<file path="config.mk">
export PLATFORM = sky130hd
export DESIGN_NAME = dino_game_ctrl
export DESIGN_NICKNAME = d
export VERILOG_FILES = /design/src/rtl/dino_game_ctrl.sv
export SDC_FILE = /design/constraint.sdc
export NUM_CORES = 1
export LEC_CHECK = 0
export CAP_MARGIN = 25
export CORE_AREA = 5 5 87 89
export CTS_CLUSTER_DIAMETER = 100
export DETAILED_ROUTE_END_ITERATION = 7
export DIE_AREA = 0 0 92 94
export GPL_ROUTABILITY_DRIVEN = 0
export PLACE_DENSITY = 0.85
export SYNTH_ARGS = -nofsm -noshare
export SYNTH_HDL_FRONTEND = slang
export SYNTH_SLANG_ARGS = --single-unit
</file>
<file path="constraint.sdc">
create_clock -name clk -period 8.5 [get_ports clk]
set_input_delay 0.85 -clock clk [delete_from_list [all_inputs] [get_ports clk]]
set_output_delay 0.85 -clock clk [all_outputs]
set_load 0.02 [all_outputs]
</file>
<file path="src/rtl/dino_game_ctrl.sv">
// rtl/dino_game_ctrl.sv - Dino runner game sequencer: state machine, jump physics, scroll speed, BCD score
module dino_game_ctrl #(
    parameter int JUMP_V     = 12,
    parameter int GRAVITY    = 1,
    parameter int SCORE_DIV  = 6,
    parameter int SPEED_INIT = 2,
    parameter int SPEED_MAX  = 8
) (
    input  logic        clk,
    input  logic        clr,
    input  logic        tick,
    input  logic        jump,
    input  logic        restart,
    input  logic        collide,
    output logic [1:0]  game_state,
    output logic [7:0]  dino_y,
    output logic [3:0]  scroll_speed,
    output logic [15:0] score_bcd,
    output logic [15:0] hi_bcd
);

    localparam logic [1:0] S_IDLE = 2'b00;
    localparam logic [1:0] S_RUN  = 2'b01;
    localparam logic [1:0] S_OVER = 2'b10;

    localparam logic [7:0] JUMP_V_C   = 8'(JUMP_V);
    localparam logic [7:0] GRAVITY_C  = 8'(GRAVITY);
    localparam logic [7:0] DIV_LAST   = 8'(SCORE_DIV - 1);
    localparam logic [3:0] SPEED_INIT_C = 4'(SPEED_INIT);
    localparam logic [3:0] SPEED_MAX_C  = 4'(SPEED_MAX);

    logic              jump_q;
    logic              jump_pend;
    logic              jump_edge;
    logic signed [7:0] vel;
    logic [7:0]        div_cnt;
    logic signed [9:0] y_sum;
    logic [15:0]       score_inc;
    logic              tens_carry;
    logic [3:0]        speed_inc;

    assign jump_edge = jump & ~jump_q;

    // Next height candidate: unsigned height plus signed velocity, wide enough to see underflow
    assign y_sum = $signed({2'b00, dino_y}) + $signed({{2{vel[7]}}, vel});

    assign speed_inc = (scroll_speed >= SPEED_MAX_C) ? SPEED_MAX_C : scroll_speed + 4'd1;

    // BCD +1 with per-digit carry; saturates at 9999, flags carry out of the tens digit
    always_comb begin
        score_inc  = score_bcd;
        tens_carry = 1'b0;
        if (score_bcd != 16'h9999) begin
            if (score_bcd[3:0] != 4'd9) begin
                score_inc[3:0] = score_bcd[3:0] + 4'd1;
            end else begin
                score_inc[3:0] = 4'd0;
                if (score_bcd[7:4] != 4'd9) begin
                    score_inc[7:4] = score_bcd[7:4] + 4'd1;
                end else begin
                    score_inc[7:4] = 4'd0;
                    tens_carry     = 1'b1;
                    if (score_bcd[11:8] != 4'd9) begin
                        score_inc[11:8] = score_bcd[11:8] + 4'd1;
                    end else begin
                        score_inc[11:8]  = 4'd0;
                        score_inc[15:12] = score_bcd[15:12] + 4'd1;
                    end
                end
            end
        end
    end

    // Jump edge detection and a one-frame pending-jump latch
    always_ff @(posedge clk) begin
        if (clr) begin
            jump_q    <= 1'b0;
            jump_pend <= 1'b0;
        end else begin
            jump_q <= jump;
            if (restart) begin
                jump_pend <= 1'b0;
            end else if (game_state != S_RUN && game_state != S_OVER) begin
                // the edge that starts a game must not also launch a jump
                jump_pend <= 1'b0;
            end else if (tick) begin
                jump_pend <= 1'b0;
            end else if (jump_edge) begin
                jump_pend <= 1'b1;
            end
        end
    end

    // Game state machine with per-frame physics, score and speed updates
    always_ff @(posedge clk) begin
        if (clr) begin
            game_state   <= S_IDLE;
            dino_y       <= 8'd0;
            vel          <= 8'sd0;
            scroll_speed <= 4'd0;
            score_bcd    <= 16'h0000;
            hi_bcd       <= 16'h0000;
            div_cnt      <= 8'd0;
        end else if (restart) begin
            game_state   <= S_IDLE;
            dino_y       <= 8'd0;
            vel          <= 8'sd0;
            scroll_speed <= 4'd0;
            score_bcd    <= 16'h0000;
            div_cnt      <= 8'd0;
        end else begin
            case (game_state)
                S_RUN: begin
                    if (tick) begin
                        if (collide) begin
                            game_state   <= S_OVER;
                            scroll_speed <= 4'd0;
                            if (score_bcd > hi_bcd) begin
                                hi_bcd <= score_bcd;
                            end
                        end else begin
                            if (dino_y == 8'd0 && vel == 8'sd0) begin
                                if (jump_pend) begin
                                    dino_y <= JUMP_V_C;
                                    vel    <= $signed(JUMP_V_C - GRAVITY_C);
                                end
                            end else if (y_sum <= 10'sd0) begin
                                dino_y <= 8'd0;
                                vel    <= 8'sd0;
                            end else begin
                                dino_y <= y_sum[7:0];
                                vel    <= vel - $signed(GRAVITY_C);
                            end

                            if (div_cnt >= DIV_LAST) begin
                                div_cnt   <= 8'd0;
                                score_bcd <= score_inc;
                                if (tens_carry) begin
                                    scroll_speed <= speed_inc;
                                end
                            end else begin
                                div_cnt <= div_cnt + 8'd1;
                            end
                        end
                    end
                end
                S_OVER: begin
                    game_state <= S_OVER;
                end
                default: begin
                    // unused encoding 11 collapses back to IDLE
                    if (jump_edge) begin
                        game_state   <= S_RUN;
                        dino_y       <= 8'd0;
                        vel          <= 8'sd0;
                        scroll_speed <= SPEED_INIT_C;
                        score_bcd    <= 16'h0000;
                        div_cnt      <= 8'd0;
                    end else begin
                        game_state <= S_IDLE;
                    end
                end
            endcase
        end
    end

endmodule

</file>
Yosys cells after proc, flatten, opt, wreduce, memory -nomap -nowiden
Cells that the tools add are included.
{ "word_totals": {"register_bits": 64, "inputBits": 6} }
{ "classes": {"add_sub_neg": 8, "order_cmp": 4, "n_eq_ne": 19, "mux": 43, "bitwise_logic": 4, "n_reduce_logical": 16} }
{ "op_table": {"columns": ["cell", "n"], "rows": [
  ["$mux 8", 15],
  ["$mux 16", 5],
  ["$pmux 8 s2", 3],
  ["$mux 4", 10],
  ["$pmux 16 s2", 1],
  ["$add 4x1->4 const B", 5],
  ["$ne 2x2->1 const B", 9],
  ["$gt 16x16->1", 1],
  ["$logic_not 8->1", 2],
  ["$ne 16x16->1 const B", 1],
  ["$reduce_and 5->1", 3],
  ["$mux 12", 1],
  ["$ne 4x4->1 const B", 3],
  ["$add 9x8->10", 1],
  ["$le 10x1->1 const B", 1],
  ["$ne 3x3->1 const B", 3],
  ["$reduce_and 9->1", 1],
  ["$add 8x1->8 const B", 1],
  ["$ge 8x3->1 const B", 1],
  ["$pmux 4 s2", 1],
  ["$reduce_and 8->1", 1],
  ["$sub 8x2->8 const B", 1],
  ["$reduce_and 7->1", 1],
  ["$reduce_and 6->1", 1],
  ["15 further kinds", 22]
]} }

Depth between registers and ports, before layout
Gate-level depths: netlist (run 1).
{ "logic_depth": {"word_depth": 9, "ltp_mapped": 11} }

Worst setup path before layout (run 1)
No wires, ideal clock.
{ "synth_timing": {"path_type": "reg-to-reg", "from": "register dino_y[0]", "to": "register dino_y[5]", "setup_ns": 0.117, "arrival_ns": 2.867, "setup_slack_ns": 5.515, "stages_incl_launch_ff": 11, "period_less_slack_ns": 2.985, "cell_sequence": "dfxtp_1 ha_1 fa_1 a211o_2 a21oi_1 o221ai_1 or4b_4 o21ai_4 a21oi_2 buf_6 a22o_2"} }
{ "synth_via": {"elab_chain_cells": 7, "elab_cells_between_ends": 11, "cone_classes": "1 x add/sub; 1 x order compare; 1 x eq/ne; 5 x mux; 3 x reduce/logical"} }
{ "synth_lines": {"columns": ["element", "line", "text"], "rows": [
  ["from (decl)", "16", "output logic [7:0] dino_y,"],
  ["from (signal assigned)", "131", "dino_y <= y_sum[7:0];"],
  ["$add 9x8->10", "45", "assign y_sum = $signed({2'b00, dino_y}) + $signed({{2{vel[7]}}, vel});"],
  ["$le 10x1->1", "127", "end else if (y_sum <= 10'sd0) begin"],
  ["$mux 8", "127", null],
  ["$mux 8", "122", "if (dino_y == 8'd0 && vel == 8'sd0) begin"],
  ["$mux 8", "115", "if (collide) begin"],
  ["$mux 8", "114", "if (tick) begin"],
  ["$pmux 8 s2", "112", "case (game_state)"]
]} }
Several ways; a longest one is shown, not always the timed one. The select of a mux whose other input is x is not followed.
A chain may end at the register's enable or synchronous reset.

Final worst setup path (run 1)
{ "layout_timing": {"from": "register dino_y[0]", "to": "register dino_y[4]"} }
The elaborated chain is that of the path after synthesis.

==> impl_metrics.tcl, run 1 <==
set metrics [dict create \
    path_clk_slew_ns 0.07 \
    die_y_um 94 \
    finalMaxSlewViolations 0 \
    tightest_slew_ns 0.8590 \
    cpPeakStageDelay_ns 0.54 \
    synth_area_leaders "dfxtp_1 33%, ha_1 13%, nand2b_1 6.4%" \
    async_flop_share 0 \
    combPwrFrac 0.080 \
    cts_tree "done" \
    p_per_area_nw_per_um2 142.3 \
    vias_per_cell 6.005 \
    switching_share 0.2257 \
    path_class "flop to flop" \
    drt-initial-drc-count 329 \
    rows 30 \
    setup_viol 0 \
    syn-cell-area_um2 3907 \
    grt_setup_unrepaired "false" \
    cts_buffers 9 \
    p_switching_uw 151.7 \
    post-route-period-util 0.4018 \
    period_needed_ns 3.415 \
    area_growth_pct 20.81 \
    yosysTopAreaCell "dfxtp_1" \
    synth_seq_cells 64 \
    p_leak_uw 0.001775 \
    hold_viol 0 \
    cp.required_ns 8.75 \
    core_region_area_um2 6681 \
    synth.most_common_cell "dfxtp_1" \
    grt-ovfl-total 0 \
    port_buffers 51 \
    seqPwrFrac 0.457 \
    syn_avg_cell_area_um2 8.532 \
    synth-main-ff-cell "dfxtp_1" \
    postCtsResizedCells 0 \
    syn_inst 458 \
    vias 3573 \
    firstDrtPassIters 5 \
    first_global_vias 3431 \
    intPower_uw 520.3 \
    antenna_found_initial 0 \
    critPathCaptureType "flop" \
    synth_top_area_frac 0.3279 \
    synth-edff-count 0 \
    ant_nets 0 \
    synth_seq_area_share 0.3279 \
    synth_nets 506 \
    drv_cap 0 \
    dp_slack_ns 4.832 \
    utilization 0.7066 \
    cp_cell_sequence "ha_1 > fa_1 > a211o_2 > a311oi_1 > o211ai_1 > or4b_4 > nand3_1 > a21oi_2 > inv_1 > o31ai_1" \
    final.setup_skew_ns 0.004353 \
    cp_max_fo 13 \
    io_pins 52 \
    gr-usage-all-layers 0.2250 \
    synthTopCellsByCount "64 x dfxtp_1, 49 x nor2_1, 41 x ha_1" \
    ir_drop_v 0.0001141 \
    top_layer "met4" \
    grt_pass1_wl_mm 15.77 \
    clockBufferDepth 2 \
    cts_sinks 64 \
    power_uw 672.0 \
    cts-root-buf "clkbuf_8" \
    crit_path_start_kind "flop" \
    clk_latency_ns 0.34 \
    crit_slowest_cell "a21oi_2" \
    final_layout_size_suffix_gt1_frac 0.07184 \
    post_drt_wl_per_cell_um 15.99 \
    antennaDiodeCount 0 \
    critical_path_arrival_ns 3.67 \
    whs_ns 0.4931 \
    dpl.hpwl_mm 7.078 \
    grt_max_degree 36 \
    synth_warnings 0 \
    hp-class "flop to flop" \
    cts_setup_buffers 0 \
    dieArea_um2 8648 \
    synthDistinctLibCells 61 \
    cts_hold_buf 0 \
    wl_mm 9.514 \
    layout_setup_ws_ns 5.085 \
    power_frac_clock 0.464 \
    drcViolationCount 0 \
    status "complete, no violations" \
    max_slew_margin 0.4255 \
    fillers 502 \
    fmax_mhz 292.8 \
    tns_ns 0 \
    htreeDepth 3 \
    detailroute.wirelength.met3_um 438 \
    start_util 0.5848 \
    nets 559 \
    drt-met1-wl_mm 4.269 \
    wl_met2_mm 4.673 \
    die_w_um 92 \
]
==> area by class of cell <==
class	instances	area, µm²	area share
repair buffers	52	521.8	0.1105
clock buffers	13	178.9	0.03790
inverters	35	131.4	0.02783
multi-input cells	349	2447	0.5184
flip-flops and latches	64	1281	0.2714
clock inverters	2	60.06	0.01272
well taps	80	100.1	0.02120
==> power groups by stage <==
stage | Combinational (µW) | Sequential, µW | Clock [µW]
2_1_floorplan | 33.8 | 315 | 0
3_3_place_gp | 50.4 | 313 | 0
3_5_place_dp | 52.4 | 314 | 0
4_1_cts | 52.9 | 307 | 313
5_1_grt | 58.2 | 307 | 332
6_report | 53.6 | 307 | 311
==> cell usage in the layout (no fill, tap or decap), drive strengths merged, types with 10 or more instances in the layout <==
cell type,instances
a211oi,13
a21oi,24
clkbuf,13
clkdlybuf4s50,51
dfxtp,64
ha,41
inv,35
mux2i,17
nand2,36
nand2b,41
nor2,49
nor3,10
o21ai,13
xor2,10
==> critical path, delay by kind of cell, from the launching register on <==
kind                       cells  cell delay (ns)
buffers and inverters          1             0.19
AOI/OAI and AO/OA              5             1.66
adders and majority gates      2             0.69
DFF                            1             0.35
and+or+nand+nor                2             0.43
==> flip-flops by register name (all words and copies together) (netlist names) <==
name / flops
hi_bcd: 16
score_bcd: 16
dino_y: 8
div_cnt: 8
vel: 8
scroll_speed: 4
game_state: 2
jump_pend: 1
jump_q: 1
==> cells by family after synthesis <==
logic type               Yosys count  share of synthesized area
AO/OA/AOI/OAI                     96                     0.1764
XOR/XNOR                          14                    0.03138
adder cells (fa/ha/maj)           42                     0.1364
buffers and inverters             45                    0.04675
flip-flops                        64                     0.3279
multiplexers                      17                    0.04355
AND/OR/NAND/NOR                  180                     0.2376
==> path summary, 6_finish.rpt <==
kind                            startpoint        end  slack (ns)  depth (start not counted)
worst max-delay path             dino_y[0]  dino_y[4]        5.08                         10
worst min-delay path             hi_bcd[3]  hi_bcd[3]        0.49                          2
worst max register to register   dino_y[0]  dino_y[4]        5.08                         10
worst min register to register   hi_bcd[3]  hi_bcd[3]        0.49                          2
==> routing by layer <==
metal  up-vias  GRT usage
met3        16    0.04087
li1       1713          -
met5         -          0
met2       106     0.3832
met4         0    0.08045
met1      1738     0.2849
==> per-stage QoR <==
stage	std cells	area (µm²)
finish	595	4721
global placement	579	4471
floorplan	458	3908
CTS	594	4710
global route	595	4721
detailed placement	579	4471
Power figures use the tool's default switching activity.
==> run 2: changes to the inputs <==
CORE_AREA = 5 5 95 97   (was 5 5 87 89)
DIE_AREA = 0 0 100 102   (was 0 0 92 94)
PLACE_DENSITY = 0.75   (was 0.85)
clock period = 3 ns   (was 8.5 ns; I/O delays follow)
==> impl_metrics.tcl, run 2 (synthesis gave the netlist of run 1 again) <==
set metrics [dict create \
    cp.required_ns 3.23 \
    reg_top3 "hi_bcd: 16 flops, score_bcd: 16 flops" \
    final_common_cell "dfxtp_1" \
    cp_num_cells 10 \
    r2r_end "dino_y[5]" \
    ant_nets 0 \
    period_needed_ns 2.907 \
    status "complete, no violations" \
    hp-class "flop to flop" \
    dp_cells 625 \
    tightest_slew_ns 0.5933 \
    vias_per_cell 5.505 \
    post-route-period-util 0.9689 \
    ir_drop_v 0.0002540 \
    p_per_area_nw_per_um2 334.3 \
    htreeDepth 3 \
    post_drt_wl_per_cell_um 14.68 \
    top_layer "met4" \
    hold_viol 0 \
    die_y_um 102 \
    antenna_found_initial 0 \
    start_util 0.4853 \
    final_cell_mix "61 x dfxtp_1, 51 x clkdlybuf4s50_1, 49 x nor2_1" \
    utilization 0.6106 \
    whs_endpoint "div_cnt[7]" \
    wl_met2_mm 4.554 \
    drcViolationCount 0 \
    area_growth_pct 25.81 \
    hold_start "div_cnt[7]" \
    max_slew_margin 0.5942 \
    antennaDiodeCount 0 \
    io_pins 52 \
    cts_tree "done" \
    wl_mm 9.437 \
    drt-initial-drc-count 150 \
    final_cells 643 \
    grt-ovfl-total 0 \
    critPathCaptureType "flop" \
    cts_buffers 9 \
    finalMaxSlewViolations 0 \
    grt_max_degree 35 \
    crit_slowest_cell "or4b_4" \
    firstDrtPassIters 4 \
    detailroute.wirelength.met3_um 533 \
    grt_pass1_wl_mm 15.66 \
    critical_path_arrival_ns 3.14 \
    dpl.hpwl_mm 7.079 \
    clockBufferDepth 2 \
    cp_cell_sequence "ha_4 > fa_2 > a211o_4 > a21oi_2 > o221ai_1 > or4b_4 > o21ai_4 > a21oi_4 > buf_4 > a22o_2" \
    final.setup_skew_ns 0.008732 \
    worstSetupStartpoint "vel[0]" \
    crit_family "compound AO/OA/AOI/OAI gates" \
    fmax_mhz 344.0 \
    final_layout_size_suffix_gt1_frac 0.1301 \
    cpPeakStageDelay_ns 0.58 \
    cts_sinks 64 \
    cp_max_fo 5 \
    clk_latency_ns 0.34 \
    crit_path_start_kind "flop" \
    die_w_um 100 \
    drt-met1-wl_mm 4.156 \
    rows 33 \
    vias 3540 \
    cp_num_buf_inv 1 \
    r2r-start "vel[0]" \
    p_leak_uw 0.001868 \
    path_clk_slew_ns 0.07 \
    setup_viol 0 \
    core_region_area_um2 8051 \
    dieArea_um2 10200 \
    gr-usage-all-layers 0.1882 \
    drv_cap 0 \
    path_class "flop to flop" \
    nets 582 \
    cts-root-buf "clkbuf_8" \
    r2r_slack_ns 0.09 \
    worstRegToRegCells 10 \
    first_global_vias 3447 \
    worstHoldPathCells 2 \
    port_buffers 51 \
]
-- run 2: changes by cell type in the layout (fill, tap and decap cells not counted), sizes merged --
cell / before / now
buf: 1 / 24
bufinv: 2 / 0
clkbuf: 13 / 11
clkinv: 0 / 3
clkinvlp: 0 / 1
-- run 2: layout make-up --
type                    instances  area [µm²]
well taps                     105       131.4
multi-input cells             349        2520
clock buffers                  11       131.4
clock inverters                 4       22.52
flip-flops and latches         64        1285
repair buffers                 75       694.4
inverters                      35       131.4
fillers                       706        3136
-- run 2: worst reg2reg max path: cells and delay by family, from the launching register on --
family	cells	cell delay [ns]
AND/OR/NAND/NOR	1	0.58
AO/OA/AOI/OAI	6	1.17
flip-flops	1	0.34
adder cells (fa/ha/maj)	2	0.55
buffers and inverters	1	0.16
-- run 2: layer usage --
metal | track usage | up-vias
met5 | 0 | -
met4 | 0.05389 | 0
met3 | 0.05870 | 23
met2 | 0.3243 | 105
met1 | 0.2272 | 1651
li1 | - | 1761
-- run 2: what timing repair did --
| item | CTS | global route |
|---|---|---|
| setup buffers | 0 | 2 |
| gates resized for setup | 0 | 16 |
| setup endpoints to repair | 0 | 15 |
| hold buffers | 0 | 0 |
-- run 2: through the flow --
stage / area, µm² / hold WS (ns) / power (µW) / TNS (ns) / setup WS [ns]
global route: 4916 / 0.5201 / 1715 / -0.2024 / -0.03619
CTS: 4813 / 0.4965 / 1658 / 0 / 0.02461
floorplan: 3908 / 0.3787 / 988.8 / 0 / 0.01549
finish: 4916 / 0.4953 / 1643 / 0 / 0.09341
detailed placement: 4659 / 0.4815 / 1047 / 0 / 0.02267
global placement: 4659 / 0.4472 / 1043 / 0 / 0.09232
-- run 2: how the worst max path moves through the flow --
stage                 to  slack [ns]
6_report       dino_y[5]        0.09
2_1_floorplan  dino_y[5]        0.02
3_5_place_dp      vel[1]        0.02
5_1_grt           vel[6]       -0.04
4_1_cts           vel[1]        0.02
3_3_place_gp   dino_y[5]        0.09
-- run 2: report_power, final --
part | internal (µW) | switching (µW) | total (µW)
clock network | 291 | 322 | 613
logic | 71.3 | 94.8 | 166
registers | 857 | 7.34 | 864
total | 1220 | 424 | 1640
